`config.mk`:
```
export PLATFORM = sky130hd
export DESIGN_NAME = acq_trigger_ctrl
export DESIGN_NICKNAME = d
export VERILOG_FILES = /design/src/rtl/acq_trigger_ctrl_pkg.sv /design/src/rtl/acq_trigger_ctrl_trig_detect.sv /design/src/rtl/acq_trigger_ctrl.sv
export SDC_FILE = /design/constraint.sdc
export NUM_CORES = 1
export LEC_CHECK = 0
export CAP_MARGIN = 15
export CORE_AREA = 3 3 99 82
export CTS_CLUSTER_SIZE = 16
export DETAILED_ROUTE_END_ITERATION = 10
export DIE_AREA = 0 0 102 85
export PLACE_DENSITY = 0.84
export SYNTH_ARGS = -nofsm -noshare
export SYNTH_HDL_FRONTEND = slang
export SYNTH_SLANG_ARGS = --single-unit
export TNS_END_PERCENT = 30
```
`constraint.sdc`:
```
create_clock -name clock -period 7.9 [get_ports clock]
set_input_delay 0.79 -clock clock [delete_from_list [all_inputs] [get_ports clock]]
set_output_delay 0.79 -clock clock [all_outputs]
set_load 0.05 [all_outputs]
```
`src/rtl/acq_trigger_ctrl_pkg.sv`:
```
// Shared types for the acquisition sequencer: FSM state encoding and trigger-mode codes.
// Pure declarations, no logic.
package acq_trigger_ctrl_pkg;

  typedef enum logic [2:0] {
    S_IDLE = 3'd0,
    S_PRE  = 3'd1,
    S_WAIT = 3'd2,
    S_POST = 3'd3,
    S_DONE = 3'd4
  } acq_state_t;

  localparam logic [1:0] TRIG_MODE_AUTO   = 2'b00;
  localparam logic [1:0] TRIG_MODE_NORMAL = 2'b01;
  localparam logic [1:0] TRIG_MODE_SINGLE = 2'b10;

  function automatic logic is_capture(input acq_state_t s);
    return (s == S_PRE) || (s == S_WAIT) || (s == S_POST);
  endfunction

endpackage

```
`src/rtl/acq_trigger_ctrl_trig_detect.sv`:
```
// Level/edge trigger detector: keeps the previous captured sample and flags a threshold crossing.
// Latency: hit is combinational on the strobe cycle; prev updates one clock later.
// Backpressure: none, driven purely by sample_en.
module acq_trigger_ctrl_trig_detect #(
  parameter int DATA_W = 12
) (
  input  logic              clock,
  input  logic              reset_n,
  input  logic              sample_en,
  input  logic              track,
  input  logic              eval,
  input  logic [DATA_W-1:0] data,
  input  logic [DATA_W-1:0] trig_level,
  input  logic              trig_edge,
  output logic              hit
);

  logic [DATA_W-1:0] prev;

  always_ff @(posedge clock or negedge reset_n) begin
    if (!reset_n) begin
      prev <= '0;
    end else if (sample_en && track) begin
      prev <= data;
    end
  end

  always_comb begin
    hit = 1'b0;
    if (sample_en && eval) begin
      if (trig_edge) hit = (prev >= trig_level) && (data < trig_level);
      else           hit = (prev <  trig_level) && (data >= trig_level);
    end
  end

endmodule

```
`src/rtl/acq_trigger_ctrl.sv`:
```
// Acquisition sequencer: paces capture-RAM writes, holds a pre-trigger window, completes the frame, re-arms.
// Latency: one clock from sample strobe to RAM write; frame_ready pulses on DONE entry.
// Backpressure: none, the capture RAM accepts every write and sample_en paces all progress.
module acq_trigger_ctrl
  import acq_trigger_ctrl_pkg::*;
#(
  parameter int DATA_W       = 12,
  parameter int ADDR_W       = 10,
  parameter int DEPTH        = 640,
  parameter int PRETRIG      = 64,
  parameter int AUTO_SAMPLES = 4096,
  parameter int HOLDOFF      = 16
) (
  input  logic              clock,
  input  logic              reset_n,
  input  logic              sample_en,
  input  logic [DATA_W-1:0] data,
  input  logic [DATA_W-1:0] trig_level,
  input  logic              trig_edge,
  input  logic [1:0]        trig_mode,
  input  logic              rearm,
  input  logic              hold,
  output logic              wr_en,
  output logic [ADDR_W-1:0] wr_addr,
  output logic [DATA_W-1:0] wr_data,
  output logic [ADDR_W-1:0] frame_start,
  output logic              frame_ready,
  output logic              auto_trig,
  output logic              capturing,
  output logic [2:0]        state
);

  localparam int CNT_W = $clog2(DEPTH + HOLDOFF + 1);
  localparam int TO_W  = $clog2(AUTO_SAMPLES + 1);

  localparam logic [ADDR_W-1:0] PTR_LAST  = ADDR_W'(DEPTH - 1);
  localparam logic [ADDR_W-1:0] PRE_OFS   = ADDR_W'(PRETRIG);
  localparam logic [ADDR_W-1:0] WRAP_OFS  = ADDR_W'(DEPTH - PRETRIG);
  localparam logic [CNT_W-1:0]  PRE_END   = CNT_W'(PRETRIG - 1);
  localparam logic [CNT_W-1:0]  POST_END  = CNT_W'(DEPTH - PRETRIG - 1);
  localparam logic [CNT_W-1:0]  HOLD_END  = CNT_W'(HOLDOFF - 1);
  localparam logic [TO_W-1:0]   TO_LAST   = TO_W'(AUTO_SAMPLES - 1);

  acq_state_t        st;
  logic [ADDR_W-1:0] ptr;
  logic [CNT_W-1:0]  cnt;
  logic [TO_W-1:0]   tcnt;
  logic              rearm_pend;
  logic              hit;
  logic              force_trig;
  logic              mode_single;
  logic [ADDR_W-1:0] fstart;

  acq_trigger_ctrl_trig_detect #(.DATA_W(DATA_W)) u_trig (
    .clock      (clock),
    .reset_n    (reset_n),
    .sample_en  (sample_en),
    .track      (is_capture(st)),
    .eval       (st == S_WAIT),
    .data       (data),
    .trig_level (trig_level),
    .trig_edge  (trig_edge),
    .hit        (hit)
  );

  assign mode_single = (trig_mode == TRIG_MODE_SINGLE);
  // tcnt saturates, so switching into auto after a long normal wait fires on the next strobe
  assign force_trig  = (trig_mode == TRIG_MODE_AUTO) && (tcnt == TO_LAST);
  assign fstart      = (ptr >= PRE_OFS) ? (ptr - PRE_OFS) : (ptr + WRAP_OFS);
  assign capturing   = is_capture(st);
  assign state       = st;

  always_ff @(posedge clock or negedge reset_n) begin
    if (!reset_n) begin
      st          <= S_IDLE;
      ptr         <= '0;
      cnt         <= '0;
      tcnt        <= '0;
      rearm_pend  <= 1'b0;
      wr_en       <= 1'b0;
      wr_addr     <= '0;
      wr_data     <= '0;
      frame_start <= '0;
      frame_ready <= 1'b0;
      auto_trig   <= 1'b0;
    end else begin
      wr_en       <= 1'b0;
      frame_ready <= 1'b0;

      if (sample_en && is_capture(st)) begin
        wr_en   <= 1'b1;
        wr_addr <= ptr;
        wr_data <= data;
        ptr     <= (ptr == PTR_LAST) ? '0 : ptr + 1'b1;
      end

      case (st)
        S_IDLE: if (!hold) begin
          st  <= S_PRE;
          cnt <= '0;
        end
        S_PRE: if (sample_en) begin
          if (cnt == PRE_END) begin
            st   <= S_WAIT;
            cnt  <= '0;
            tcnt <= '0;
          end else begin
            cnt <= cnt + 1'b1;
          end
        end
        S_WAIT: if (sample_en) begin
          if (hit || force_trig) begin
            // the trigger sample is the first of the post-trigger run
            st          <= S_POST;
            cnt         <= CNT_W'(1);
            frame_start <= fstart;
            auto_trig   <= !hit;
          end else if (tcnt != TO_LAST) begin
            tcnt <= tcnt + 1'b1;
          end
        end
        S_POST: if (sample_en) begin
          if (cnt == POST_END) begin
            st          <= S_DONE;
            cnt         <= '0;
            frame_ready <= 1'b1;
            rearm_pend  <= 1'b0;
          end else begin
            cnt <= cnt + 1'b1;
          end
        end
        S_DONE: begin
          if (rearm && !hold) rearm_pend <= 1'b1;
          if (sample_en && !hold) begin
            if (mode_single) begin
              if (rearm || rearm_pend) begin
                st         <= S_PRE;
                cnt        <= '0;
                rearm_pend <= 1'b0;
              end
            end else if (cnt == HOLD_END) begin
              st         <= S_PRE;
              cnt        <= '0;
              rearm_pend <= 1'b0;
            end else begin
              cnt <= cnt + 1'b1;
            end
          end
        end
        default: st <= S_IDLE;
      endcase
    end
  end

endmodule

```
Yosys cells after proc, flatten, opt, wreduce, memory -nomap -nowiden
Cells that the tools add are included.
{"block": "op_classes", "shifts": 0, "div": 0, "n_lt_le_gt_ge": 5, "bitwise_logic": 0, "multipliers": 0, "n_reduce_logical": 23, "n_addsub": 5, "eq_ne": 23, "mux": 46}
{"operator": "$mux W10", "n": 13}
{"operator": "$mux W13", "n": 5}
{"operator": "$pmux W10 S5", "n": 1}
{"operator": "$mux W3", "n": 11}
{"operator": "$pmux W13 S2", "n": 1}
{"operator": "$ge A12 B12 Y1", "n": 2}
{"operator": "$lt A12 B12 Y1", "n": 2}
{"operator": "$add A10 B1 Y10 const B", "n": 2}
{"operator": "$eq A10 B10 Y1 const B", "n": 2}
{"operator": "$ne A2 B2 Y1 const B", "n": 8}
{"operator": "$pmux W3 S5", "n": 1}
{"operator": "$add A13 B1 Y13 const B", "n": 1}
{"operator": "$eq A13 B12 Y1 const B", "n": 1}
{"operator": "$mux W1", "n": 13}
{"operator": "$ne A13 B12 Y1 const B", "n": 1}
{"operator": "$add A10 B10 Y10 const B", "n": 1}
{"operator": "$eq A10 B4 Y1 const B", "n": 1}
{"operator": "$eq A10 B6 Y1 const B", "n": 1}
{"operator": "$ge A10 B7 Y1 const B", "n": 1}
{"operator": "$reduce_and A10 Y1", "n": 1}
{"operator": "$sub A10 B7 Y10 const B", "n": 1}
{"operator": "$reduce_and A8 Y1", "n": 1}
{"operator": "$logic_and A1 B1 Y1", "n": 7}
{"operator": "$eq A3 B2 Y1 const B", "n": 2}
{"operator": "other kinds (14)", "n": 22}
{"block": "totals", "word_cells": 113, "mem_bits_rw": 0, "rom_bits": 0, "input_bits": 32, "register_bits": 72, "latchBits": 0, "output_inout_bits": 39, "memories": 0}

Logic depth before layout (Yosys ltp)
{"block": "logic_depth", "word_depth": 8, "ltp_mapped": 11, "depth_no_buf": 10}

Modules after synthesis
Synthesis repeated with hierarchy kept, for this count alone.
{"block": "hier_totals", "hier_cells": 437, "hier_area_um2": 4657.0}
{"module": "acq_trigger_ctrl", "instances": 1, "seq_area_each_um2": 1801.7, "area_per_inst_um2": 3570.9, "cells_each": 331}
{"module": "acq_trigger_ctrl_trig_detect", "instances": 1, "seq_area_each_um2": 300.3, "area_per_inst_um2": 1086.0, "cells_each": 106}

Least setup slack after synthesis
OpenSTA, ideal clock, no wires.
{"block": "synth_path", "kind": "register to register", "startpoint": "register st[0] (netlist: state[0])", "endpoint": "register ptr[9]", "t_required_ns": 7.755, "slack_ns": 4.697, "t_arrival_ns": 3.058, "n_path_buf": 1, "period_less_slack_ns": 3.203, "setup_ns": 0.145, "path_stages_with_launch": 12, "path_cell_list": "dfrtp_1 > buf_2 > nor2_1 > nor2_1 > nand2_1 > inv_2 > and4_1 > and3_1 > and3_1 > nand3_1 > xor2_1 > nor2_1"}
{"block": "synth_between", "elab_chain_len": 4, "elab_cells_between_ends": 6, "classes_between": "eq/ne (3); reduce/logical (3)"}
{"element": "start: declaration", "line": "acq_trigger_ctrl.sv:44", "text": "acq_state_t st;"}
{"element": "start signal: assignment", "line": "acq_trigger_ctrl.sv:75", "text": "st <= S_IDLE;"}
{"element": "start signal: assignment", "line": "acq_trigger_ctrl.sv:99", "text": "st <= S_PRE;"}
{"element": "start signal: assignment", "line": "acq_trigger_ctrl.sv:104", "text": "st <= S_WAIT;"}
{"element": "$eq A3 B1 Y1 / $eq A3 B2 Y1 (equally long branches)"}
{"element": "$logic_or A1 B1 Y1"}
{"element": "$logic_or A1 B1 Y1 *"}
{"element": "named net capturing", "line": "acq_trigger_ctrl.sv:29", "text": "output logic capturing,"}
{"element": "$logic_and A1 B1 Y1 *", "line": "acq_trigger_ctrl.sv:90", "text": "if (sample_en && is_capture(st)) begin"}
{"element": "end signal: assignment", "line": "acq_trigger_ctrl.sv:94", "text": "ptr <= (ptr == PTR_LAST) ? '0 : ptr + 1'b1;"}
{"element": "end: declaration", "line": "acq_trigger_ctrl.sv:45", "text": "logic [ADDR_W-1:0] ptr;"}
Mark *: on every way through the listed nets, which the timed path passes. The rest lies on a longest branch.
A chain may end at the register's enable or synchronous reset.

Worst setup path after layout
{"block": "layout_path", "startpoint": "input port trig_level[10]", "endpoint": "register tcnt[9]"}
{"block": "layout_between", "elab_chain_len": 7, "elab_cells_between_ends": 11, "classes_between": "order compare (4); eq/ne (1); mux (2); reduce/logical (4)"}
{"element": "start: declaration", "line": "acq_trigger_ctrl.sv:18", "text": "input logic [DATA_W-1:0] trig_level,"}
{"element": "$lt A12 B12 Y1, or another cell as far along", "line": "acq_trigger_ctrl_trig_detect.sv:32", "text": "else hit = (prev < trig_level) && (data >= trig_level);"}
{"element": "$logic_and A1 B1 Y1 (on tied branches)", "line": "acq_trigger_ctrl_trig_detect.sv:32, acq_trigger_ctrl_trig_detect.sv:31"}
{"element": "$mux W1 *", "line": "acq_trigger_ctrl_trig_detect.sv:31", "text": "if (trig_edge) hit = (prev >= trig_level) && (data < trig_level);"}
{"element": "$mux W1 *", "line": "acq_trigger_ctrl_trig_detect.sv:30", "text": "if (sample_en && eval) begin"}
{"element": "$logic_or A1 B1 Y1 *", "line": "acq_trigger_ctrl.sv:112", "text": "if (hit || force_trig) begin"}
{"element": "$ne A2 B2 Y1 (no line) *"}
{"element": "$reduce_and A6 Y1 (no line) *"}
{"element": "end signal: assignment", "line": "acq_trigger_ctrl.sv:119", "text": "tcnt <= tcnt + 1'b1;"}
{"element": "end: declaration", "line": "acq_trigger_ctrl.sv:47", "text": "logic [TO_W-1:0] tcnt;"}
Mark *: on every way between the ends. The rest lies on a longest branch, timed or not.

==> key figures <==
Setup path
  • Reg-to-reg startpoint: state[1]$_DFFE_PN0P_
  • Setup crit end kind: register
  • Worst path max stage delay: about 0.47 ns
  • Delay-heaviest family, CP: compound AO/OA/AOI/OAI gates
  • Worst Setup Path Type: input port to register
  • WP data arrival: between 3 and 4 ns
  • Worst R2R Path Depth: 7
  • Max FO, Critical Path: 17
  • Critical path, cell by cell: clkdlybuf4s50_1, inv_1, ha_1, and4_1, a221oi_2, or3b_1, a32oi_2, o21ai_2, or2_0, o31ai_1
  • Max stage delay cell, worst path: clkdlybuf4s50_1
  • Worst Path Buf+Inv: 2
  • FF-to-FF End: ptr[3]$_DFFE_PN0P_
  • Internal reg-to-reg setup slack: about 4.5 ns
  • Worst setup SP type: input port
  • WP data required: 8.15 ns

Placement
  • Post-DP HPWL: just over 7000 um
  • # port buffers: 70
  • Placer Congestion: 0.889

Synthesis
  • Area fraction of the dominant cell type after synthesis: ~44%
  • Post-Syn Area: roughly 4100 um2
  • Distinct cells, synth: between 40 and 50
  • EDFF count, synth: 0
  • Synth Area per Inst: between 9 and 10 um2
  • Most area-consuming cells after synthesis: dfrtp_1 44%, ha_1 9.5%, nand2_1 8.2%
  • Most frequent cell after synthesis: nand2_1
  • Synth Instances: 448
  • Synth warnings: 0
  • Yosys reg bits: 72
  • FFs w/ async S/R, synth: 100%
  • Post-synthesis sequential area ratio: roughly 44%
  • Yosys top cell by area: dfrtp_1
  • Top_reg_cell synth: dfrtp_1
  • Mapped Nets: just over 500
  • Post-synth top cells: 89 x nand2_1, 72 x dfrtp_1, 32 x inv_1, 31 x ha_1, 29 x o21ai_0

Min path
  • Worst Hold Depth: 2
  • Min-delay src: wr_addr[8]$_DFFE_PN0P_
  • Hold WC Path Type: register to register
  • Worst Hold Path EP: wr_addr[8]$_DFFE_PN0P_

Floorplan
  • Die X: 102 um
  • IO Pins: just over 70
  • Core ar.: 7290 um2
  • Core Rows: 28
  • Initial Util: between 50 and 60%
  • Die area: 8670 um2
  • Die Span Y: 85 um

STA
  • Crit path time final: 3.58 ns
  • Max-slew headroom at the worst pin: about two fifths
  • Max-slew violation count: 0
  • Maximum clock frequency: around 280 MHz
  • Final hold vios: 0
  • Clock Skew: around 0.0084 ns
  • Tcrit/Tclk final: between 40 and 50%
  • Setup_tns: 0 ns
  • Slew @ Worst Pin: a little over 0.9 ns
  • Setup violators final: 0
  • RSZ-0062 raised after global routing: false

Power
  • NetSw: around 780 uW
  • Comb pwr share: 47.3%
  • Lkg Pwr: approximately 0.0023 uW
  • VDD IR max: 0.000256 V
  • Pwr/cell area: 339 nW/um2
  • Clock share of power: 19.0%
  • Sequential share of power: between 30% and 40%
  • Sw Ratio: a little under half
  • Internal Pwr Total: around 930 uW

Finish
  • Final-layout fill cell count: between 500 and 600
  • NumNets Final: 578
  • Share of cells above drive strength 1: under 10%
  • Ant diodes: 0
  • Post-layout util: approximately 69%
  • Synthesis-to-layout area growth: 24.1%

Clock network
  • Clock transition at the registers of the reported paths: roughly 0.08 ns
  • Worst-Skew Late Latency: about 0.35 ns
  • # resized after CTS: 0
  • Post-CTS Setup Repair Bufs: 0
  • CTS buffer count: 9
  • Root Driver: clkbuf_8
  • Maximum buffer depth of the clock tree: 2
  • Hold Buf Count CTS: 0
  • H-tree Lvls: 3
  • CTS Sinks: 72
  • CTS tree: yes

Global routing
  • Largest net degree at the start of global routing: 73
  • First-pass GRT wire length: 16,900 um
  • Vias in the first global route: approximately 3,600
  • Antenna violations before repair: 0
  • GRT Total Usage: 24.3%
  • Gr ovfl total: 0

Drt
  • Total wire length: just under 10,000 um
  • Top Metal Used: met4
  • Met3 routed WL: approximately 600 um
  • Routed vias: 3,502
  • Met2 routed WL: approximately 4400 um
  • DRC viols: 0
  • Avg WL per Cell: ~16 um
  • Metal1 wirelength: ~4500 um
  • Initial drt markers: about 150
  • Post-route ant nets: 0
  • Vias per cell: approximately 5.7
  • Initial DRT Pass Iterations: 4

Run status
  • Outcome: finished clean

Job
  • Max_cap viols: 0
-- how the worst max path moves through the flow --
stage                         startpoint                   end  slack (ns)  cells after the start
finish                    trig_level[10]   tcnt[9]$_DFFE_PN0P_        4.32                     10
global placement           trig_level[5]   tcnt[4]$_DFFE_PN0P_        4.07                     11
floorplan           state[0]$_DFFE_PN0P_    ptr[9]$_DFFE_PN0P_        4.70                     11
global route        state[1]$_DFFE_PN0P_    ptr[3]$_DFFE_PN0P_        4.11                      7
detailed placement         trig_level[7]  tcnt[11]$_DFFE_PN0P_        3.98                     11
CTS                       trig_level[10]   tcnt[9]$_DFFE_PN0P_        4.35                     10
-- stage by stage --
stage	setup slack [ns]	std cells	power, uW	hold WS (ns)	cell area [um2]
2_1_floorplan	4.70	448	1120	0.451	4060
3_3_place_gp	4.07	594	1360	0.467	4820
3_5_place_dp	3.98	594	1390	0.461	4820
4_1_cts	4.35	610	1720	0.487	5040
5_1_grt	4.11	610	1820	0.507	5040
6_report	4.32	610	1710	0.484	5040
-- power groups by stage --
stage,clock network (uW),logic (uW),registers (uW)
floorplan,0,361,764
global placement,0,781,577
detailed placement,0,807,579
global route,347,886,592
finish,324,808,577
CTS,331,812,574
-- cell type report --
type	count	area [um2]	share of cell area [%]
repair buffers	71	703	14.0
clock buffers	10	128	2.53
well taps	90	113	2.23
multi-input cells	328	2080	41.2
inverters	33	124	2.46
flip-flops and latches	72	1800	35.7
clock inverters	6	93.8	1.86
-- cell usage in the layout (no fill, tap or decap), types with 9 or more instances in the layout --
master,n
nand2_1,89
dfrtp_1,72
clkdlybuf4s50_1,69
inv_1,32
ha_1,31
o21ai_0,29
nor2_1,28
a21oi_1,21
nand3_1,15
mux2_2,13
clkbuf_8,9
-- state kept, by name, indices dropped and copies added (netlist names), 3 cells and up --
| signal | flops |
|---|---|
| tcnt | 13 |
| wr_addr | 10 |
| ptr | 10 |
| state | 3 |
| cnt | 10 |
| frame_start | 10 |
| u_trig.prev | 12 |
-- worst register-to-register path, cell delays in order (launching register included) --
cell and delay, ns:
dfrtp_1 0.60, nor2_1 0.13, nor2_1 0.25, nand2_1 0.60
inv_2 0.64, nand4_1 0.26, nor4_1 0.67, nor2_1 0.13
-- logic make-up (layout without fill, tap and decap cells) --
kind of cell	count (synthesis)	after routing	share of synthesized area, %
muxes	15	15	4.13
AOI/OAI and AO/OA	93	93	15.2
and+or+nand+nor	178	178	19.8
adders and majority gates	31	31	9.55
DFF	72	72	44.3
buffers and inverters	48	120	4.53
xor gates and xnor gates	11	11	2.37
-- routing by layer --
layer  up-vias  global-route usage (%)
met5         -                       0
met4         0                    8.10
met3        17                    6.90
met2       118                    36.6
met1      1669                    34.0
li1       1698                       -
Power figures use the tool's default switching activity.
